**src/rtl/sr165_pkg.sv**
```systemverilog
// Shared types, field positions and frame-to-output mapping for the 74LV165A chain scanner.
package sr165_pkg;

  localparam int unsigned SR_BITS    = 16;
  localparam int unsigned JS1_LSB    = 8;
  localparam int unsigned JS2_LSB    = 0;
  localparam int unsigned JMP_LO_LSB = 5;
  localparam int unsigned JMP_HI_LSB = 13;
  localparam int unsigned JS_BITS    = 5;
  localparam int unsigned JMP_BITS   = 3;

  typedef enum logic [1:0] {
    LOAD,
    SHIFT,
    UPDATE
  } sr165_state_t;

  typedef struct packed {
    logic [JS_BITS-1:0]  joystick1;
    logic [JS_BITS-1:0]  joystick2;
    logic [JMP_BITS-1:0] jumper;
  } sr165_out_t;

  // Jumper lines are wired to both chain halves; either half pulling low asserts it.
  function automatic sr165_out_t frame_fields(input logic [SR_BITS-1:0] raw);
    sr165_out_t f;
    f.joystick1 = raw[JS1_LSB +: JS_BITS];
    f.joystick2 = raw[JS2_LSB +: JS_BITS];
    f.jumper    = raw[JMP_LO_LSB +: JMP_BITS] & raw[JMP_HI_LSB +: JMP_BITS];
    return f;
  endfunction

endpackage

```
**src/rtl/sr165_debounce.sv**
```systemverilog
// Whole-frame debouncer: outputs follow a frame only after DEBOUNCE identical frames in a row.
module sr165_debounce
  import sr165_pkg::*;
#(
  parameter int unsigned DEBOUNCE = 2
) (
  input  logic                clk,
  input  logic                rst_n,
  input  logic                frame_done,
  input  logic [SR_BITS-1:0]  raw,
  output logic [JS_BITS-1:0]  joystick1,
  output logic [JS_BITS-1:0]  joystick2,
  output logic [JMP_BITS-1:0] jumper,
  output logic                changed
);

  localparam int unsigned CNT_W = 4;
  localparam logic [CNT_W-1:0] CNT_MAX = '1;

  logic [SR_BITS-1:0] cand, cand_n;
  logic [CNT_W-1:0]   scnt, scnt_n;
  sr165_out_t         cur, nxt;
  logic               upd;

  // Next candidate/count, and whether the settled candidate alters any visible bit.
  always_comb begin
    cand_n = cand;
    scnt_n = scnt;
    if (frame_done) begin
      if (raw == cand) begin
        if (scnt != CNT_MAX) scnt_n = scnt + CNT_W'(1);
      end else begin
        cand_n = raw;
        scnt_n = CNT_W'(1);
      end
    end
    nxt = frame_fields(cand_n);
    upd = frame_done && (scnt_n >= CNT_W'(DEBOUNCE)) && (nxt != cur);
  end

  always_ff @(posedge clk) begin
    if (!rst_n) begin
      cand    <= '1;
      scnt    <= '0;
      cur     <= '1;
      changed <= 1'b0;
    end else begin
      cand    <= cand_n;
      scnt    <= scnt_n;
      changed <= upd;
      if (upd) cur <= nxt;
    end
  end

  assign joystick1 = cur.joystick1;
  assign joystick2 = cur.joystick2;
  assign jumper    = cur.jumper;

endmodule

```
**src/rtl/sr165_scan.sv**
```systemverilog
// Drives the 74LV165A chain (load, shift clock), assembles 16-bit frames and debounces them.
module sr165_scan
  import sr165_pkg::*;
#(
  parameter int unsigned DIV      = 4,
  parameter int unsigned DEBOUNCE = 2
) (
  input  logic                clk,
  input  logic                rst_n,
  input  logic                sr_data,
  output logic                sr_clk,
  output logic                sr_load_n,
  output logic [JS_BITS-1:0]  joystick1,
  output logic [JS_BITS-1:0]  joystick2,
  output logic [JMP_BITS-1:0] jumper,
  output logic                frame_done,
  output logic                changed
);

  localparam int unsigned TCNT_W = 8;
  localparam int unsigned BCNT_W = 5;
  localparam logic [TCNT_W-1:0] TCNT_LAST = TCNT_W'(DIV - 1);

  sr165_state_t       state, state_n;
  logic [TCNT_W-1:0]  tcnt, tcnt_n;
  logic [BCNT_W-1:0]  bcnt, bcnt_n;
  logic [SR_BITS-1:0] shreg, shreg_n;
  logic               ltick, ltick_n;
  logic               sr_clk_n, sr_load_n_n, frame_done_n;
  logic               tick;

  always_ff @(posedge clk) begin
    if (!rst_n) begin
      state      <= LOAD;
      tcnt       <= '0;
      bcnt       <= '0;
      ltick      <= 1'b0;
      shreg      <= '1;
      sr_clk     <= 1'b0;
      sr_load_n  <= 1'b1;
      frame_done <= 1'b0;
    end else begin
      state      <= state_n;
      tcnt       <= tcnt_n;
      bcnt       <= bcnt_n;
      ltick      <= ltick_n;
      shreg      <= shreg_n;
      sr_clk     <= sr_clk_n;
      sr_load_n  <= sr_load_n_n;
      frame_done <= frame_done_n;
    end
  end

  // QH is valid right after load, so each bit is sampled on the tick that raises sr_clk.
  always_comb begin
    state_n  = state;
    bcnt_n   = bcnt;
    ltick_n  = ltick;
    shreg_n  = shreg;
    sr_clk_n = sr_clk;
    tick     = (tcnt == TCNT_LAST);
    unique case (state)
      LOAD: begin
        sr_clk_n = 1'b0;
        if (tick) begin
          ltick_n = ~ltick;
          if (ltick) begin
            state_n = SHIFT;
            bcnt_n  = '0;
          end
        end
      end
      SHIFT: begin
        if (tick) begin
          if (!sr_clk) begin
            shreg_n  = {shreg[SR_BITS-2:0], sr_data};
            sr_clk_n = 1'b1;
            bcnt_n   = bcnt + BCNT_W'(1);
          end else begin
            sr_clk_n = 1'b0;
            if (bcnt == BCNT_W'(SR_BITS)) state_n = UPDATE;
          end
        end
      end
      UPDATE: state_n = LOAD;
      default: state_n = LOAD;
    endcase
    tcnt_n       = (tick || (state_n != state)) ? '0 : tcnt + TCNT_W'(1);
    sr_load_n_n  = (state_n != LOAD);
    frame_done_n = (state_n == UPDATE);
  end

  sr165_debounce #(
    .DEBOUNCE (DEBOUNCE)
  ) u_debounce (
    .clk        (clk),
    .rst_n      (rst_n),
    .frame_done (frame_done),
    .raw        (shreg),
    .joystick1  (joystick1),
    .joystick2  (joystick2),
    .jumper     (jumper),
    .changed    (changed)
  );

endmodule

```
**config.mk**
```make
export PLATFORM = sky130hd
export DESIGN_NAME = sr165_scan
export DESIGN_NICKNAME = d
export VERILOG_FILES = /design/src/rtl/sr165_pkg.sv /design/src/rtl/sr165_debounce.sv /design/src/rtl/sr165_scan.sv
export SDC_FILE = /design/constraint.sdc
export NUM_CORES = 1
export LEC_CHECK = 0
export ABC_AREA = 1
export BUFFER_PORTS_ARGS = -buffer_cell sky130_fd_sc_hd__buf_4
export CORE_ASPECT_RATIO = 1.25
export CORE_MARGIN = 3
export CORE_UTILIZATION = 25
export DETAILED_ROUTE_END_ITERATION = 16
export PLACE_DENSITY = 0.51
export SLEW_MARGIN = 30
export SYNTH_ARGS = -nofsm -noshare
export SYNTH_HDL_FRONTEND = slang
export SYNTH_SLANG_ARGS = --single-unit
```
**constraint.sdc**
```tcl
create_clock -name clk -period 2.27 [get_ports clk]
set_input_delay 0.227 -clock clk [delete_from_list [all_inputs] [get_ports clk]]
set_output_delay 0.227 -clock clk [all_outputs]
set_load 0.02 [all_outputs]
```
# Yosys cells after proc, flatten, opt, wreduce, memory -nomap -nowiden
# Index checks and enable logic that the tools add are counted.
dict set report word_totals {
  regBits 69
}
dict set report classes {
  muxes 19
  reduce_logical 11
  add_sub_neg 3
  order_cmp 1
  eq_ne 12
  bitwise 4
}
# op count
set op_table {}
lappend op_table {{$mux W16} 2}
lappend op_table {{$mux W5} 4}
lappend op_table {{$eq A16 B16 Y1} 1}
lappend op_table {{$ne A13 B13 Y1} 1}
lappend op_table {{$mux W4} 3}
lappend op_table {{$mux W2} 5}
lappend op_table {{$pmux W5 S2} 1}
lappend op_table {{$add A8 B1 Y8 const B} 1}
lappend op_table {{$eq A8 B2 Y1 const B} 1}
lappend op_table {{$ne A2 B2 Y1 const B} 4}
lappend op_table {{$add A5 B1 Y5 const B} 1}
lappend op_table {{$eq A5 B5 Y1 const B} 1}
lappend op_table {{$reduce_and A5 Y1} 1}
lappend op_table {{$add A4 B1 Y4 const B} 1}
lappend op_table {{$ge A4 B2 Y1 const B} 1}
lappend op_table {{$ne A4 B4 Y1 const B} 1}
lappend op_table {{$pmux W2 S2} 1}
lappend op_table {{$reduce_and A2 Y1} 2}
lappend op_table {{$reduce_bool A2 Y1} 2}
lappend op_table {{$and A3 B3 Y3} 1}
lappend op_table {{$not A1 Y1} 3}
lappend op_table {{$reduce_and A3 Y1} 1}
lappend op_table {{$eq A2 B1 Y1 const B} 1}
lappend op_table {{$eq A2 B2 Y1 const B} 1}
lappend op_table {{other kinds (7)} 9}

# Longest topological paths before layout
# Gate-level depths: netlist of run 1.
dict set report logic_depth {
  depth_word 8
  depth_mapped 14
}

# Cells and area by module
# Synthesis of run 1 repeated with hierarchy kept, for this count alone.
dict set report unflattened {
  hier_cells 546
  hier_area_um2 3696.0
}
# module instances cells_per_inst area_per_inst_um2 seq_area_each_um2
set by_module_without_submodules {}
lappend by_module_without_submodules {sr165_debounce 1 361 2180.8 680.7}
lappend by_module_without_submodules {sr165_scan 1 185 1515.2 700.7}

# Least setup slack after synthesis of run 1
# Ideal clock, no wire load.
dict set report synth_timing {
  kind {register to register}
  startpoint {register frame_done}
  endpoint {register u_debounce.cur (netlist bit u_debounce.joystick1[0])}
  slack_ps 510
  required_ps 2136
  period_less_slack_ps 1760
  t_arrival_ps 1626
  path_stages_with_launch 13
  cell_sequence {dfxtp_1 > buf_6 > buf_6 > nor2_2 > a21oi_2 > nand2_1 > a21oi_1 > nand2_1 > nor2_2 > nand2_2 > buf_4 > nand3_1 > nand3_1}
}
dict set report synth_between {
  elab_chain_len 4
  word_cells_on_any_way 7
  classes_between {1 x order compare; 1 x eq/ne; 2 x mux; 1 x bitwise; 2 x reduce/logical}
}
# item line
set synth_lines {}
lappend synth_lines {{from (decl)} sr165_scan.sv:16} ;# output logic frame_done,
lappend synth_lines {{from (signal assigned)} sr165_scan.sv:50} ;# frame_done <= frame_done_n;
lappend synth_lines {{$mux W4 / $mux W16 (equally long branches)} sr165_debounce.sv:29} ;# if (frame_done) begin
lappend synth_lines {{$ge A4 B2 Y1 / $and A3 B3 Y3 (equally long branches)} {sr165_debounce.sv:38, sr165_pkg.sv:29}}
lappend synth_lines {{$logic_and A1 B1 Y1 / $ne A13 B13 Y1 (equally long branches)} sr165_debounce.sv:38} ;# upd = frame_done && (scnt_n >= CNT_W'(DEBOUNCE)) && (nxt != cur);
lappend synth_lines {{$logic_and A1 B1 Y1} sr165_debounce.sv:38}
lappend synth_lines {{to (signal assigned)} sr165_debounce.sv:51} ;# if (upd) cur <= nxt;
lappend synth_lines {{to (decl)} sr165_debounce.sv:22} ;# sr165_out_t cur, nxt;
# Parallel ways exist; a longest one is shown, timed or not.
# A chain may end at the register's enable or synchronous reset.

# Worst setup path after layout of run 1
dict set report layout_timing {
  startpoint {register shreg[12]}
  endpoint {register u_debounce.cur (netlist bit u_debounce.joystick2[3])}
}
dict set report layout_between {
  elab_chain_len 6
  word_cells_on_any_way 10
  classes_between {1 x order compare; 2 x eq/ne; 4 x mux; 1 x bitwise; 2 x reduce/logical}
}
# item line
set layout_lines {}
lappend layout_lines {{from (decl)} sr165_scan.sv:27} ;# logic [SR_BITS-1:0] shreg, shreg_n;
lappend layout_lines {{from (signal assigned)} sr165_scan.sv:47} ;# shreg <= shreg_n;
lappend layout_lines {{$eq A16 B16 Y1} sr165_debounce.sv:30} ;# if (raw == cand) begin
lappend layout_lines {{$mux W4 / $mux W16 (equally long branches)} sr165_debounce.sv:30}
lappend layout_lines {{$mux W4 / $mux W16 (equally long branches)} sr165_debounce.sv:29}
lappend layout_lines {{$ge A4 B2 Y1 / $and A3 B3 Y3 (equally long branches)} {sr165_debounce.sv:38, sr165_pkg.sv:29}}
lappend layout_lines {{$logic_and A1 B1 Y1 / $ne A13 B13 Y1 (equally long branches)} sr165_debounce.sv:38}
lappend layout_lines {{$logic_and A1 B1 Y1} sr165_debounce.sv:38}
# Parallel ways exist; a longest one is shown, timed or not.

==> reports/qor.yml, run 1 <==
rsz0062_at_grt: "no"
yosysWarnings: 0
std_cell_rows: 47
vias_per_cell: 4.39
layout-drive-gt1-share_pct: 10.6
hold_path.class: "input pin to register"
irDropWorstVdd_v: 0.000323
start_kind: "register"
clk_latency_ns: 0.33
crit_top_cell: "nand2_1"
slowest_stage: "dfxtp_1"
synthFlopType: "dfxtp_1"
area_delta_synth_final_pct: 19.0
path_clk_slew_ns: 0.05
power.density_nw_per_um2: 697
syn_nets: 531
grt_use_met2_pct: 19.0
p_leak_nw: 2.21
timing.critical_path.max_delay_family: "simple AND/OR/NAND/NOR gates"
worstMarginPinSlew_ns: 0.528
grt_first_pass_wirelength_mm: 14.0
status: "complete, no violations"
placed_cells: 703
fmax_ghz: 0.513
grt_pass1_vias: 2979
path_cells: "inv_1 -> nand2_1 -> nand2_1 -> nand2_1 -> nor2_1 -> nand2_1 -> nor2_2 -> o21ai_0 -> nand2_1 -> buf_4 -> nand3_1 -> nand3_1"
route.vias.total: 3154
p_total_mw: 2.90
antenna_cells: 0
cap_violations: 0
tritoncts: "yes"
cts_buffer_depth: 2
place_area_um2: 3800
cp-end-kind: "register"
critPathMaxStageDelay_ns: 0.32
hold_viol: 0
drt_wl_total_mm: 8.06
fin_crit_ns: 1.95
cts.sinks: 69
die-area_um2: 15500
start_util_pct: 26.0
grt_max_degree: 47
gr-usage-met3_pct: 1.88
io-pin-count: 20
place.gp.congestion: 0.769
fin_area_um2: 4160
drt_iter0_drc: 142
core_um2: 13500
final_antenna_net_count: 0
syn-mean-instance-area_um2: 6.67
synthArstFlopShare_pct: 0
fin_nets: 550
ys_types: 26
worst-path-buf-inv: 2
syn_inst: 524
slew_headroom_pct: 64.8
fin_tns_setup_ns: 0
grt_usage_pct: 11.0
worstSetupPathType: "register to register"
remaining_drc_errors: 0
synth_area_um2: 3500
fillers: 1425
finalSetupViolCount: 0
cp.required_ns: 2.54
numCtsBuffers: 9
firstDrtPassIters: 4
period_share_pct: 85.8
synth-seq-cells: 69
antenna_found_initial: 0
cts.htree.levels: 3
synth-edff-count: 0
cp.arrival_ns: 2.21
ys_seq_area_share_pct: 39.5
final_cell_count_no_fill: 719
fin_worst_skew_ns: 0.00746
cts_hold_buf: 0
use_met1_pct: 13.1
die_h_um: 138
grt.busiest_layer: "met2"
numPortBuffers: 19
cp_max_fo: 9
cts-root-buf: "clkbuf_16"
slew_viol_final: 0
fin_util_pct: 30.9
grt_overflow: 0
die_width_um: 112
hpwl_mm: 5.76
wl_per_cell_um: 11.2
flip-flops by register name (all words and copies together), names as in the netlist, 2 cells and up:
signal,count
u_debounce.jumper,3
bcnt,5
tcnt,8
u_debounce.cand,16
shreg,16
u_debounce.joystick1,5
state,2
u_debounce.joystick2,5
u_debounce.scnt,4
report_power, final:
part / internal [mW] / leakage, nW / switching (mW)
registers: 1.22 / 0.559 / 0.00587
logic: 0.0174 / 1.49 / 0.0390
clock network: 1.10 / 0.165 / 0.520
repair_timing:
item / in CTS / in global routing
buffers inserted: 0 / 0
gates resized for setup: 0 / 2
endpoints found under the setup margin: 0 / 14
stage by stage:
step | hold WS, ns | setup slack [ns]
after CTS | 0.174 | 0.224
after global routing | 0.195 | 0.0516
after floorplan | 0.400 | 0.510
after global placement | 0.431 | 0.270
after detailed placement | 0.464 | 0.236
final | 0.182 | 0.322
final timing paths:
kind | start | end | slack, ns | cells past startpoint
min reg2reg | tcnt[0] | tcnt[0] | 0.46 | 1
min | sr_data | shreg[0] | 0.18 | 3
max | shreg[12] | u_debounce.joystick2[3] | 0.32 | 12
max reg2reg | shreg[12] | u_debounce.joystick2[3] | 0.32 | 12
metal layers:
metal / wire (µm) / vias to the layer above
met5: 0 / -
met4: 157 / 0
met3: 168 / 9
met2: 4050 / 27
met1: 3680 / 1430
li1: - / 1688
synthesized netlist by cell type (6+ instances only):
cell	number	share of area [%]
xor2_1	9	2.3
nor2_1	47	5.0
inv_1	71	7.6
o21ai_1	7	1.0
a21oi_1	19	2.7
dfxtp_1	69	39
clkbuf_1	9	0.97
nand3_1	44	6.3
o211ai_1	18	3.9
o21ai_0	15	2.1
nand2_1	170	18
or2_2	6	1.1
cells in the final DEF, fill, tap and decap left out:
cell type	n
nand3b_1	4
nand2_8	1
nor2_1	47
nand3_1	44
xor2_1	9
clkbuf_8	1
xnor2_1	5
nand2_4	1
clkinv_2	1
ha_1	4
nand4_1	3
dfxtp_1	69
o211ai_1	18
bufinv_16	3
inv_2	2
inv_1	71
clkinvlp_4	2
a21oi_2	2
nor4_1	1
o21ai_0	15
nor3_1	4
or2_2	6
nand2_1	170
a21oi_1	19
nor2_2	4
buf_4	24
buf_12	1
o21ai_2	1
o21ai_1	7
clkbuf_16	9
worst min-delay path: cells and delay by family:
kind / cells / cell delay (ns)
buffers and inverters: 2 / 0.11
AOI/OAI and AO/OA: 1 / 0.14
logic make-up after synthesis:
logic type	synth area share [%]
simple gates	34.0
buf+inv	11.1
flops	39.5
compound gates	10.5
xor+xnor	3.51
fa+ha+maj	1.43
cell type report:
class / count / area [µm²] / share of cell area, %
sequential: 69 / 1380 / 33.2
clock inverter: 6 / 110 / 2.65
multi-input combinational: 365 / 1740 / 41.9
inverter: 73 / 274 / 6.58
tap: 171 / 214 / 5.14
clock buffer: 10 / 239 / 5.74
timing repair buffer: 25 / 200 / 4.81
(Power assumes the default switching activity.)
==> run 2, diff against run 1 <==
--- a/config.mk
+++ b/config.mk
@@ -5,13 +5,12 @@
 export SDC_FILE = /design/constraint.sdc
 export NUM_CORES = 1
 export LEC_CHECK = 0
-export ABC_AREA = 1
 export BUFFER_PORTS_ARGS = -buffer_cell sky130_fd_sc_hd__buf_4
 export CORE_ASPECT_RATIO = 1.25
 export CORE_MARGIN = 3
-export CORE_UTILIZATION = 25
+export CORE_UTILIZATION = 60
 export DETAILED_ROUTE_END_ITERATION = 16
-export PLACE_DENSITY = 0.51
+export PLACE_DENSITY = 0.91
 export SLEW_MARGIN = 30
 export SYNTH_ARGS = -nofsm -noshare
 export SYNTH_HDL_FRONTEND = slang
==> run 2 against run 1 <==
  * Sequential share of layout area is essentially flat
  * First-iteration DRC count grew to 2.5 times the previous value
  * Register-to-register slack lost 0.79 ns
  * Critical path type unchanged
  * Cell count shrank 29%
  * Largest cell class unchanged
  * Sequential power is essentially flat
  * Critical endpoint is now u_debounce.jumper[0]
  * The flow now finishes with violations (negative setup slack)
  * Synthesized cell count shrank 30%
  * Critical path depth shrank 3
  * Global-route usage grew 22 points
  * Setup slack lost 0.79 ns
  * Largest power group is now sequential cells
  * Routed wire length grew 27%
==> reports/qor.yml, run 2 <==
status: "finished with violations"  # was complete, no violations
violations: "negative setup slack"
layout_commonest_cell: "buf_4"  # was nand2_1
syn_inst: 367  # was 524
slowest_stage: "dfxtp_2"  # was dfxtp_1
hpwl_mm: 6.03  # was 5.76 mm
rsz0062_at_grt: "yes"  # was no
fin_crit_ns: 2.74  # was 1.95 ns
cp-end-kind: "register"  # unchanged
start_util_pct: 62.9  # was 26.0%
finalSetupViolCount: 13  # was 0
synth-seq-cells: 69  # unchanged
syn_nets: 374  # was 531
grt_max_degree: 37  # was 47
final_cell_mix: "80 x buf_4, 60 x dfxtp_1, 58 x nand2_1, 46 x nand3_1, 32 x xor2_1"  # was 170 x nand2_1, 71 x inv_1, 69 x dfxtp_1, 47 x nor2_1, 44 x nand3_1
path_clk_slew_ns: 0.07  # was 0.05 ns
ys_top_cells_by_count: "69 x dfxtp_1, 58 x nand2_1, 46 x nand3_1"  # was 170 x nand2_1, 71 x inv_1, 69 x dfxtp_1
p_int_mw: 1.97  # was 2.34 mW
irDropWorstVdd_v: 0.000487  # was 0.000323 V
path_cells: "xor2_1 -> nor4_2 -> buf_4 -> a41o_4 -> mux2i_1 -> a211o_1 -> o31ai_4 -> buf_6 -> mux2_4"  # was inv_1 -> nand2_1 -> nand2_1 -> nand2_1 -> nor2_1 -> nand2_1 -> nor2_2 -> o21ai_0 -> nand2_1 -> buf_4 -> nand3_1 -> nand3_1
p_total_mw: 2.49  # was 2.90 mW
route.vias.total: 3230  # was 3154
placed_cells: 493  # was 703
grt_pass1_vias: 3103  # was 2979
grt_usage_pct: 33.1  # was 11.0%
drt_iter0_drc: 359  # was 142
synth-edff-count: 0  # unchanged
sequentialPowerShare_pct: 49.3  # was 42.3%
worstMarginPinSlew_ns: 0.482  # was 0.528 ns
die-area_um2: 6330  # was 15500 µm²
cp.required_ns: 2.52  # was 2.54 ns
fin_worst_skew_ns: 0.00599  # was 0.00746 ns
antenna_cells: 0  # unchanged
cts_buffer_depth: 2  # unchanged
clkPwrFrac_pct: 48.4  # was 55.8%
power.density_nw_per_um2: 594  # was 697 nW/µm²
cp.arrival_ns: 2.98  # was 2.21 ns
slew_headroom_pct: 67.0  # was 64.8%
final.setup.worst_slack_ns: -0.468  # was 0.322 ns
cts.sinks: 69  # unchanged
p_switching_mw: 0.522  # was 0.564 mW
final_cell_count_no_fill: 513  # was 719
antenna_found_initial: 0  # unchanged
io-pin-count: 20  # unchanged
grt_overflow: 0  # unchanged
area_delta_synth_final_pct: 29.3  # was 19.0%
slew_viol_final: 0  # unchanged
hold_viol: 0  # unchanged
std_cell_rows: 29  # was 47
numPortBuffers: 19  # unchanged
die_h_um: 88.2  # was 138 µm
place.gp.congestion: 0.973  # was 0.769
fillers: 289  # was 1425
fin_nets: 453  # was 550
hold_path.class: "input pin to register"  # unchanged
tritoncts: "yes"  # unchanged
synth_top_cell_area_share_pct: 42.6  # was 39.5%
period_share_pct: 121  # was 85.8%
start_kind: "register"  # unchanged
final_antenna_net_count: 0  # unchanged
vias_per_cell: 6.30  # was 4.39
r2r_slack_ns: -0.47  # was 0.32 ns
syn-mean-instance-area_um2: 8.83  # was 6.67 µm²
cts_hold_buf: 0  # unchanged
pwr-share-comb_pct: 2.2  # was 1.9%
p_leak_nw: 1.92  # was 2.21 nW
synth_area_um2: 3240  # was 3500 µm²
layout-drive-gt1-share_pct: 29.9  # was 10.6%
fmax_ghz: 0.365  # was 0.513 GHz
synthFlopType: "dfxtp_1"  # unchanged
clk_latency_ns: 0.36  # was 0.33 ns
p_sw_share_pct: 21.0  # was 19.4%
ys_seq_area_share_pct: 42.6  # was 39.5%
yosysWarnings: 0  # unchanged
wl_per_cell_um: 19.9  # was 11.2 µm
grt_first_pass_wirelength_mm: 15.7  # was 14.0 mm
cp_max_fo: 8  # was 9
ys_types: 44  # was 26
yosysTopAreaCell: "dfxtp_1"  # unchanged
cts-root-buf: "clkbuf_8"  # was clkbuf_16
synth_most_common_cell: "dfxtp_1"  # was nand2_1
synthArstFlopShare_pct: 0  # unchanged
cap_violations: 0  # unchanged
core_um2: 5150  # was 13500 µm²
firstDrtPassIters: 5  # was 4
critPathMaxStageDelay_ns: 0.34  # was 0.32 ns
drt_wl_total_mm: 10.2  # was 8.06 mm
worstSetupPathType: "register to register"  # unchanged
worst-path-buf-inv: 2  # unchanged
biggestRegsByFlops: "shreg (16), u_debounce.cand (16), tcnt (8)"  # unchanged
cts.htree.levels: 3  # unchanged
yosys-top-cells-area: "dfxtp_1 43%, xor2_1 8.6%, nand3_1 7.1%"  # was dfxtp_1 39%, nand2_1 18%, inv_1 7.6%
numCtsBuffers: 9  # unchanged
remaining_drc_errors: 0  # unchanged
timing.critical_path.max_delay_family: "compound AO/OA/AOI/OAI gates"  # was simple AND/OR/NAND/NOR gates
die_width_um: 71.7  # was 112 µm
[run 2: changes by cell type after synthesis, sizes merged, moves of 14 or more]
cell,delta
inv,-59
nor2,-33
mux2,+14
nand2,-114
a21oi,-15
nand2b,+18
xor2,+23
o21ai,-18
[run 2: per-layer routing]
metal  vias to the layer above  GRT usage (%)  part of all wire, %
met3                        72           8.27                  8.8
met1                      1521           37.1                   36
li1                       1416              -                    -
met2                       221           55.5                   48
met5                         -              0                    0
met4                         0           21.9                  7.9
[run 2: cells by family (layout without fill, tap and decap cells)]
logic type | Yosys count | after routing | synth area share (%)
simple gates | 170 | 170 | 25.1
fa+ha+maj | 4 | 4 | 1.54
xor+xnor | 37 | 37 | 10.0
mux | 18 | 18 | 7.14
flops | 69 | 69 | 42.6
compound gates | 41 | 41 | 9.61
buf+inv | 28 | 112 | 3.98
[run 2: layout make-up]
type	count	area, µm²	share of cell area, %
Multi-Input combinational cell	270	1810	43.1
Tap cell	62	77.6	1.85
Inverter	14	52.6	1.25
Timing Repair Buffer	82	623	14.9
Clock buffer	10	128	3.05
Clock inverter	6	111	2.66
Sequential cell	69	1390	33.2
[run 2: timing repair]
item                                    CTS  global route
setup buffers                             1             3
endpoints found under the setup margin   13            13
gates resized for setup                  11             4
pin swaps                                 1             3
[run 2: power by group through the flow]
stage | combinational [mW] | clock (mW) | sequential, mW
after CTS | 0.0549 | 1.21 | 1.23
after floorplan | 0.0359 | 0 | 1.25
after global routing | 0.0619 | 1.25 | 1.23
final | 0.0557 | 1.21 | 1.23
after global placement | 0.0526 | 0 | 1.25
after detailed placement | 0.0548 | 0 | 1.26
[run 2: stage by stage]
stage               instance area (µm²)  setup slack, ns  hold slack (ns)  TNS (ns)  utilization, %
floorplan                          3260           -0.188            0.351     -1.89               -
global placement                   3840           -0.237            0.447     -2.65            74.6
detailed placement                 3840           -0.390            0.457     -4.52            74.6
CTS                                4150           -0.297           0.0862     -3.40            80.6
global route                       4190           -0.526           0.0981     -6.48            81.3
finish                             4190           -0.468           0.0937     -5.73            81.3
[run 2: worst min-delay path, cell delays in order]
cell,delay [ns]
buf_4,0.08
nand2_1,0.04
nand3_1,0.06
[run 2: path summary, 6_finish.rpt]
check                                   startpoint                   end  cells past startpoint
worst max-delay path            u_debounce.cand[3]  u_debounce.jumper[0]                      9
worst min-delay path                       sr_data              shreg[0]                      3
worst min register to register             tcnt[0]               tcnt[0]                      1
worst max register to register  u_debounce.cand[3]  u_debounce.jumper[0]                      9
